<file path="config.mk">
export PLATFORM = sky130hd
export DESIGN_NAME = prog_bitstream_loader
export DESIGN_NICKNAME = d
export VERILOG_FILES = /design/src/rtl/prog_loader_pkg.sv /design/src/rtl/prog_clk_div.sv /design/src/rtl/prog_bitstream_loader.sv
export SDC_FILE = /design/constraint.sdc
export NUM_CORES = 1
export LEC_CHECK = 0
export BUFFER_PORTS_ARGS = -buffer_cell sky130_fd_sc_hd__buf_2
export CELL_PAD_IN_SITES_DETAIL_PLACEMENT = 0
export CELL_PAD_IN_SITES_GLOBAL_PLACEMENT = 1
export CORE_MARGIN = 2
export CORE_UTILIZATION = 42
export CTS_BUF_LIST = sky130_fd_sc_hd__clkbuf_4
export DETAILED_ROUTE_END_ITERATION = 16
export PLACE_DENSITY = 0.84
export SLEW_MARGIN = 20
export SYNTH_ARGS = -nofsm -noshare
export SYNTH_HDL_FRONTEND = slang
export SYNTH_SLANG_ARGS = --single-unit
</file>
<file path="constraint.sdc">
create_clock -name clk -period 2.4 [get_ports clk]
set_input_delay 0.48 -clock clk [delete_from_list [all_inputs] [get_ports clk]]
set_output_delay 0.48 -clock clk [all_outputs]
set_load 0.005 [all_outputs]
</file>
<file path="src/rtl/prog_loader_pkg.sv">
// Shared state encoding, CRC constants and width helpers for the tinyFPGA bitstream loader.
package prog_loader_pkg;

    typedef enum logic [2:0] {
        IDLE,
        RESET,
        WAIT,
        LOAD,
        DONE
    } state_t;

    localparam logic [15:0] CRC_POLY = 16'h1021;
    localparam logic [15:0] CRC_INIT = 16'hFFFF;

    function automatic int cnt_width(input int n);
        return (n < 1) ? 1 : $clog2(n + 1);
    endfunction

    // One bit of MSB-first CRC-16/CCITT.
    function automatic logic [15:0] crc_step(input logic [15:0] crc, input logic b);
        logic fb;
        fb = crc[15] ^ b;
        return {crc[14:0], 1'b0} ^ (fb ? CRC_POLY : 16'h0000);
    endfunction

endpackage

</file>
<file path="src/rtl/prog_clk_div.sv">
// progClk generator: level toggles every CLK_HALF clk cycles while run is high;
// rise/fall flag the clk edge on which the level is about to change.
module prog_clk_div
    import prog_loader_pkg::*;
#(
    parameter int CLK_HALF = 2
) (
    input  logic clk,
    input  logic rst,
    input  logic run,
    input  logic clr,
    output logic level,
    output logic rise,
    output logic fall
);

    localparam int            CW   = cnt_width(CLK_HALF);
    localparam logic [CW-1:0] LAST = CW'(CLK_HALF - 1);

    logic [CW-1:0] cnt;
    logic          wrap;

    assign wrap = run && !clr && (cnt == LAST);
    assign rise = wrap && !level;
    assign fall = wrap && level;

    always_ff @(posedge clk or posedge rst) begin
        if (rst) begin
            cnt   <= '0;
            level <= 1'b0;
        end else if (clr) begin
            cnt   <= '0;
            level <= 1'b0;
        end else if (run) begin
            if (wrap) begin
                cnt   <= '0;
                level <= ~level;
            end else begin
                cnt <= cnt + 1'b1;
            end
        end
    end

endmodule

</file>
<file path="src/rtl/prog_bitstream_loader.sv">
// Byte-stream to tinyFPGA programming-pin serializer; shifts exactly CHAIN_LEN bits LSB first.
// Optional PROG_READBACK_EN adds rb_crc, a CRC-16/CCITT of the old chain contents seen on progDataOut.
module prog_bitstream_loader
    import prog_loader_pkg::*;
#(
    parameter  int CHAIN_LEN  = 1024,
    parameter  int CLK_HALF   = 2,
    parameter  int RST_CYCLES = 4,
    localparam int BW         = cnt_width(CHAIN_LEN)
) (
    input  logic          clk,
    input  logic          rst,
    input  logic          start,
    input  logic          abort,
    input  logic [7:0]    s_data,
    input  logic          s_valid,
    output logic          s_ready,
    output logic          progClk,
    output logic          progRst,
    output logic          progEn,
    output logic          progDataIn,
    input  logic          progDataOut,
    output logic          busy,
    output logic          done,
    output logic [BW-1:0] bit_cnt
`ifdef PROG_READBACK_EN
    ,
    output logic [15:0]   rb_crc
`endif
);

    localparam int            RW       = cnt_width(RST_CYCLES);
    localparam logic [RW-1:0] RST_LAST = RW'(RST_CYCLES - 1);
    localparam logic [BW-1:0] BIT_LAST = BW'(CHAIN_LEN - 1);

    state_t        state;
    logic [RW-1:0] rst_cnt;
    logic [7:0]    sr;
    logic [2:0]    idx;
    logic          div_run;
    logic          div_clr;
    logic          clk_rise;
    logic          clk_fall;
    logic          restart;

    // s_ready is the only output decoded straight from state.
    assign s_ready = (state == WAIT);
    assign div_run = (state == LOAD);
    assign div_clr = abort || (state != LOAD);
    assign restart = start && !abort && (state == IDLE || state == DONE);

    prog_clk_div #(
        .CLK_HALF(CLK_HALF)
    ) u_clk_div (
        .clk  (clk),
        .rst  (rst),
        .run  (div_run),
        .clr  (div_clr),
        .level(progClk),
        .rise (clk_rise),
        .fall (clk_fall)
    );

    always_ff @(posedge clk or posedge rst) begin
        if (rst) begin
            state      <= IDLE;
            rst_cnt    <= '0;
            idx        <= '0;
            bit_cnt    <= '0;
            progRst    <= 1'b0;
            progEn     <= 1'b0;
            progDataIn <= 1'b0;
            busy       <= 1'b0;
            done       <= 1'b0;
        end else if (abort) begin
            // bit_cnt deliberately holds so the host can see how far the load got
            state      <= IDLE;
            progRst    <= 1'b0;
            progEn     <= 1'b0;
            progDataIn <= 1'b0;
            busy       <= 1'b0;
            done       <= 1'b0;
        end else begin
            case (state)
                IDLE, DONE: begin
                    if (start) begin
                        state   <= RESET;
                        rst_cnt <= '0;
                        bit_cnt <= '0;
                        done    <= 1'b0;
                        busy    <= 1'b1;
                        progRst <= 1'b1;
                    end
                end
                RESET: begin
                    if (rst_cnt == RST_LAST) begin
                        state   <= WAIT;
                        progRst <= 1'b0;
                    end else begin
                        rst_cnt <= rst_cnt + 1'b1;
                    end
                end
                WAIT: begin
                    if (s_valid) begin
                        state      <= LOAD;
                        idx        <= '0;
                        progEn     <= 1'b1;
                        progDataIn <= s_data[0];
                    end
                end
                LOAD: begin
                    // Data advances on the falling progClk edge so it is stable at the next rise.
                    if (clk_fall) begin
                        bit_cnt    <= bit_cnt + 1'b1;
                        idx        <= idx + 1'b1;
                        progDataIn <= sr[1];
                        if (bit_cnt == BIT_LAST) begin
                            state      <= DONE;
                            progEn     <= 1'b0;
                            progDataIn <= 1'b0;
                            busy       <= 1'b0;
                            done       <= 1'b1;
                        end else if (idx == 3'd7) begin
                            state <= WAIT;
                        end
                    end
                end
                default: begin
                    state <= IDLE;
                    busy  <= 1'b0;
                end
            endcase
        end
    end

    always_ff @(posedge clk) begin
        if (!abort && s_ready && s_valid) begin
            sr <= s_data;
        end else if (!abort && div_run && clk_fall) begin
            sr <= {1'b0, sr[7:1]};
        end
    end

`ifdef PROG_READBACK_EN
    // The chain tail is sampled just before progClk rises, i.e. before the chain shifts.
    always_ff @(posedge clk or posedge rst) begin
        if (rst) begin
            rb_crc <= '0;
        end else if (restart) begin
            rb_crc <= CRC_INIT;
        end else if (!abort && div_run && clk_rise) begin
            rb_crc <= crc_step(rb_crc, progDataOut);
        end
    end
`else
    logic unused_readback;
    logic unused_rise;
    logic unused_restart;
    assign unused_readback = progDataOut;
    assign unused_rise     = clk_rise;
    assign unused_restart  = restart;
`endif

endmodule

</file>
==> flow_metrics.env <==
export IMPL_netlist_area_mm2=0.00190
export IMPL_tns_ns=0
export IMPL_worst_pin_slew_ns=0.598
export IMPL_final_antenna_net_count=0
export IMPL_cts_buffer_depth=2
export IMPL_cts_root_buf="clkbuf_4"
export IMPL_p_seq_frac=0.474
export IMPL_clk_pin_slew_ns=0.11
export IMPL_htreeDepth=2
export IMPL_timing_final_crit_period_ns=1.95
export IMPL_p_leak_nw=0.986
export IMPL_slew_violations=0
export IMPL_dr_pass1_iters=4
export IMPL_via_per_inst=5.60
export IMPL_regToRegSetupSlack_ns=0.45
export IMPL_synth_distinct_cells=52
export IMPL_area_sequential_um2=911
export IMPL_synth_warnings=0
export IMPL_peakVddDrop_mv=0.224
export IMPL_grt_usage=0.163
export IMPL_endpoint_kind="flop"
export IMPL_worstReg2RegEnd="bit_cnt[1]"
export IMPL_critPathRequiredTime_ns=2.64
export IMPL_r2r_start="state[1]"
export IMPL_synth_top_area_cell="dfrtp_1"
export IMPL_cts_sinks=35
export IMPL_drc=0
export IMPL_hold_violations=0
export IMPL_postSynthAreaPerCell_um2=10.4
export IMPL_drt_total_wl_mm=3.81
export IMPL_synthFlopType="dfrtp_1"
export IMPL_internal_power_mw=1.09
export IMPL_final_nets=233
export IMPL_synth_cells=183
export IMPL_path_class="reg2reg"
export IMPL_grt_pass1_wl_mm=6.51
export IMPL_grt_pass1_vias=1424
export IMPL_critPathArrivalTime_ns=2.19
export IMPL_num_vias=1494
export IMPL_cts_tree="yes"
export IMPL_syn_to_final_growth_pct=14.0
export IMPL_swShare=0.315
export IMPL_place_area_mm2=0.00209
export IMPL_post_cts_buffers=0
export IMPL_start_util=0.437
export IMPL_synth_seq_cells=35
export IMPL_synthTopCellsByCount="28 x dfrtp_1, 21 x nand2_1, 16 x o21ai_0, 7 x edfxtp_1, 7 x mux2_2"
export IMPL_skew_ns=0.0102
export IMPL_synth_area_top_cells="dfrtp_1 37%, edfxtp_1 11%, o21ai_0 4.2%, mux2_2 4.1%, nand2_1 4.1%"
export IMPL_timing_hold_ws_ns=0.184
export IMPL_fin_area_mm2=0.00217
export IMPL_multi_input_area_um2=926
export IMPL_cts_buffers=5
export IMPL_async_flop_share=0.800
export IMPL_outcome="finished, final reports clean"
export IMPL_postCtsHoldBufs=0
export IMPL_powerDensity_mw_per_mm2=731
export IMPL_fmax_mhz=512
export IMPL_die_h_um=71.3
export IMPL_synth_edff_count=7
export IMPL_grt_max_degree=29
export IMPL_yosysSeqAreaShare=0.479
export IMPL_min_delay_path_class="in2async"
export IMPL_cap_violations=0
export IMPL_rsz0062_at_grt="no"
export IMPL_drive_gt1_frac=0.251
export IMPL_worst_path_max_fanout=16
export IMPL_clkLatencyLatePin_ns=0.34
export IMPL_fill_cells=432
export IMPL_cts_resized=0
export IMPL_synth_top_area_frac=0.368
export IMPL_hpwl_mm=2.73
export IMPL_io_buffers=30
export IMPL_die_w_um=71.3
export IMPL_final_core_util=0.498
export IMPL_p_sw_uw=499
export IMPL_clkPwrFrac=0.261
export IMPL_yosysMostFrequentCell="dfrtp_1"
export IMPL_io_pins=32
export IMPL_place_congestion=0.799
export IMPL_rows=24
export IMPL_synth_net_count=202
export IMPL_combPwrFrac=0.264
export IMPL_post_drt_wl_per_cell_um=14.3
export IMPL_drt_first_iter_violations=110
export IMPL_relSlewSlack=0.599
export IMPL_overflow=0
export IMPL_setup_violations_final=0
export IMPL_finalCritPeriodShare=0.813
export IMPL_reg2reg_depth=4
export IMPL_critical_path_startpoint_type="flop"
export IMPL_die_area_mm2=0.00509
export IMPL_core_mm2=0.00435
export IMPL_antenna_found_initial=0
export IMPL_n_antenna_cell=0
## flip-flops by register name, summed over array words and instances, names as in the netlist
| signal | flops |
|---|---|
| sr | 7 |
| state | 3 |
| bit_cnt | 11 |
| busy | 1 |
| rst_cnt | 3 |
| u_clk_div.level | 1 |
| done | 1 |
| progDataIn | 1 |
| u_clk_div.cnt | 2 |
| progEn | 1 |
| progRst | 1 |
| idx | 3 |
## worst max path at each step
stage	from	end	slack, ns	depth (start not counted)
after global routing	state[1]	state[0]	0.30	4
after CTS	state[1]	bit_cnt[1]	0.46	4
after global placement	state[1]	bit_cnt[1]	0.47	4
after detailed placement	abort	state[0]	0.47	5
final	state[1]	bit_cnt[1]	0.45	4
after floorplan	abort	state[0]	0.63	5
## worst max-delay path, cell delays in order, from the launching register on
cell      delay [ns]
dfrtp_1         0.56
or3b_1          0.56
a21boi_4        0.22
or2_4           0.27
a22o_1          0.24
## power groups by stage
stage | sequential [mW] | combinational (mW) | clock (mW)
floorplan | 0.729 | 0.356 | 0
global placement | 0.764 | 0.418 | 0
detailed placement | 0.765 | 0.419 | 0
CTS | 0.752 | 0.424 | 0.430
global route | 0.764 | 0.474 | 0.457
finish | 0.752 | 0.419 | 0.414
## final cells by class
cell class | instances | share of cell area
tap | 52 | 0.0300
multi-input combinational | 134 | 0.427
sequential | 35 | 0.420
inverter | 5 | 0.00865
clock inverter | 3 | 0.0179
clock buffer | 5 | 0.0173
timing repair buffer | 33 | 0.0796
## per-layer routing
| metal | track usage | vias to the layer above | part of all wire |
|---|---|---|---|
| met1 | 0.215 | 703 | 0.48 |
| met2 | 0.249 | 38 | 0.44 |
| met5 | 0 | - | 0 |
| met4 | 0.0629 | 0 | 0.015 |
| li1 | - | 748 | - |
| met3 | 0.0549 | 5 | 0.061 |
## cells in the final DEF, fill, tap and decap left out, types with 6 or more instances in the layout
cell type	n
nand2_1	21
o21ai_0	16
nor2_1	6
buf_2	30
mux2_2	7
and2_1	6
o31ai_1	6
edfxtp_1	7
dfrtp_1	28
## kinds of logic after synthesis
family	count (synthesis)	share of synthesized area
and+or+nand+nor	71	0.222
AOI/OAI and AO/OA	45	0.161
DFF	35	0.479
buffers and inverters	14	0.0348
muxes	10	0.0572
adders and majority gates	5	0.0329
xor gates and xnor gates	3	0.0138
## per-stage QoR
step	instances	power [mW]	setup WS (ns)
after global placement	259	1.18	0.468
after CTS	267	1.61	0.463
final	267	1.59	0.448
after detailed placement	259	1.18	0.473
after floorplan	183	1.08	0.631
after global routing	267	1.69	0.302
No activity file was read; power rests on OpenSTA's default activity.
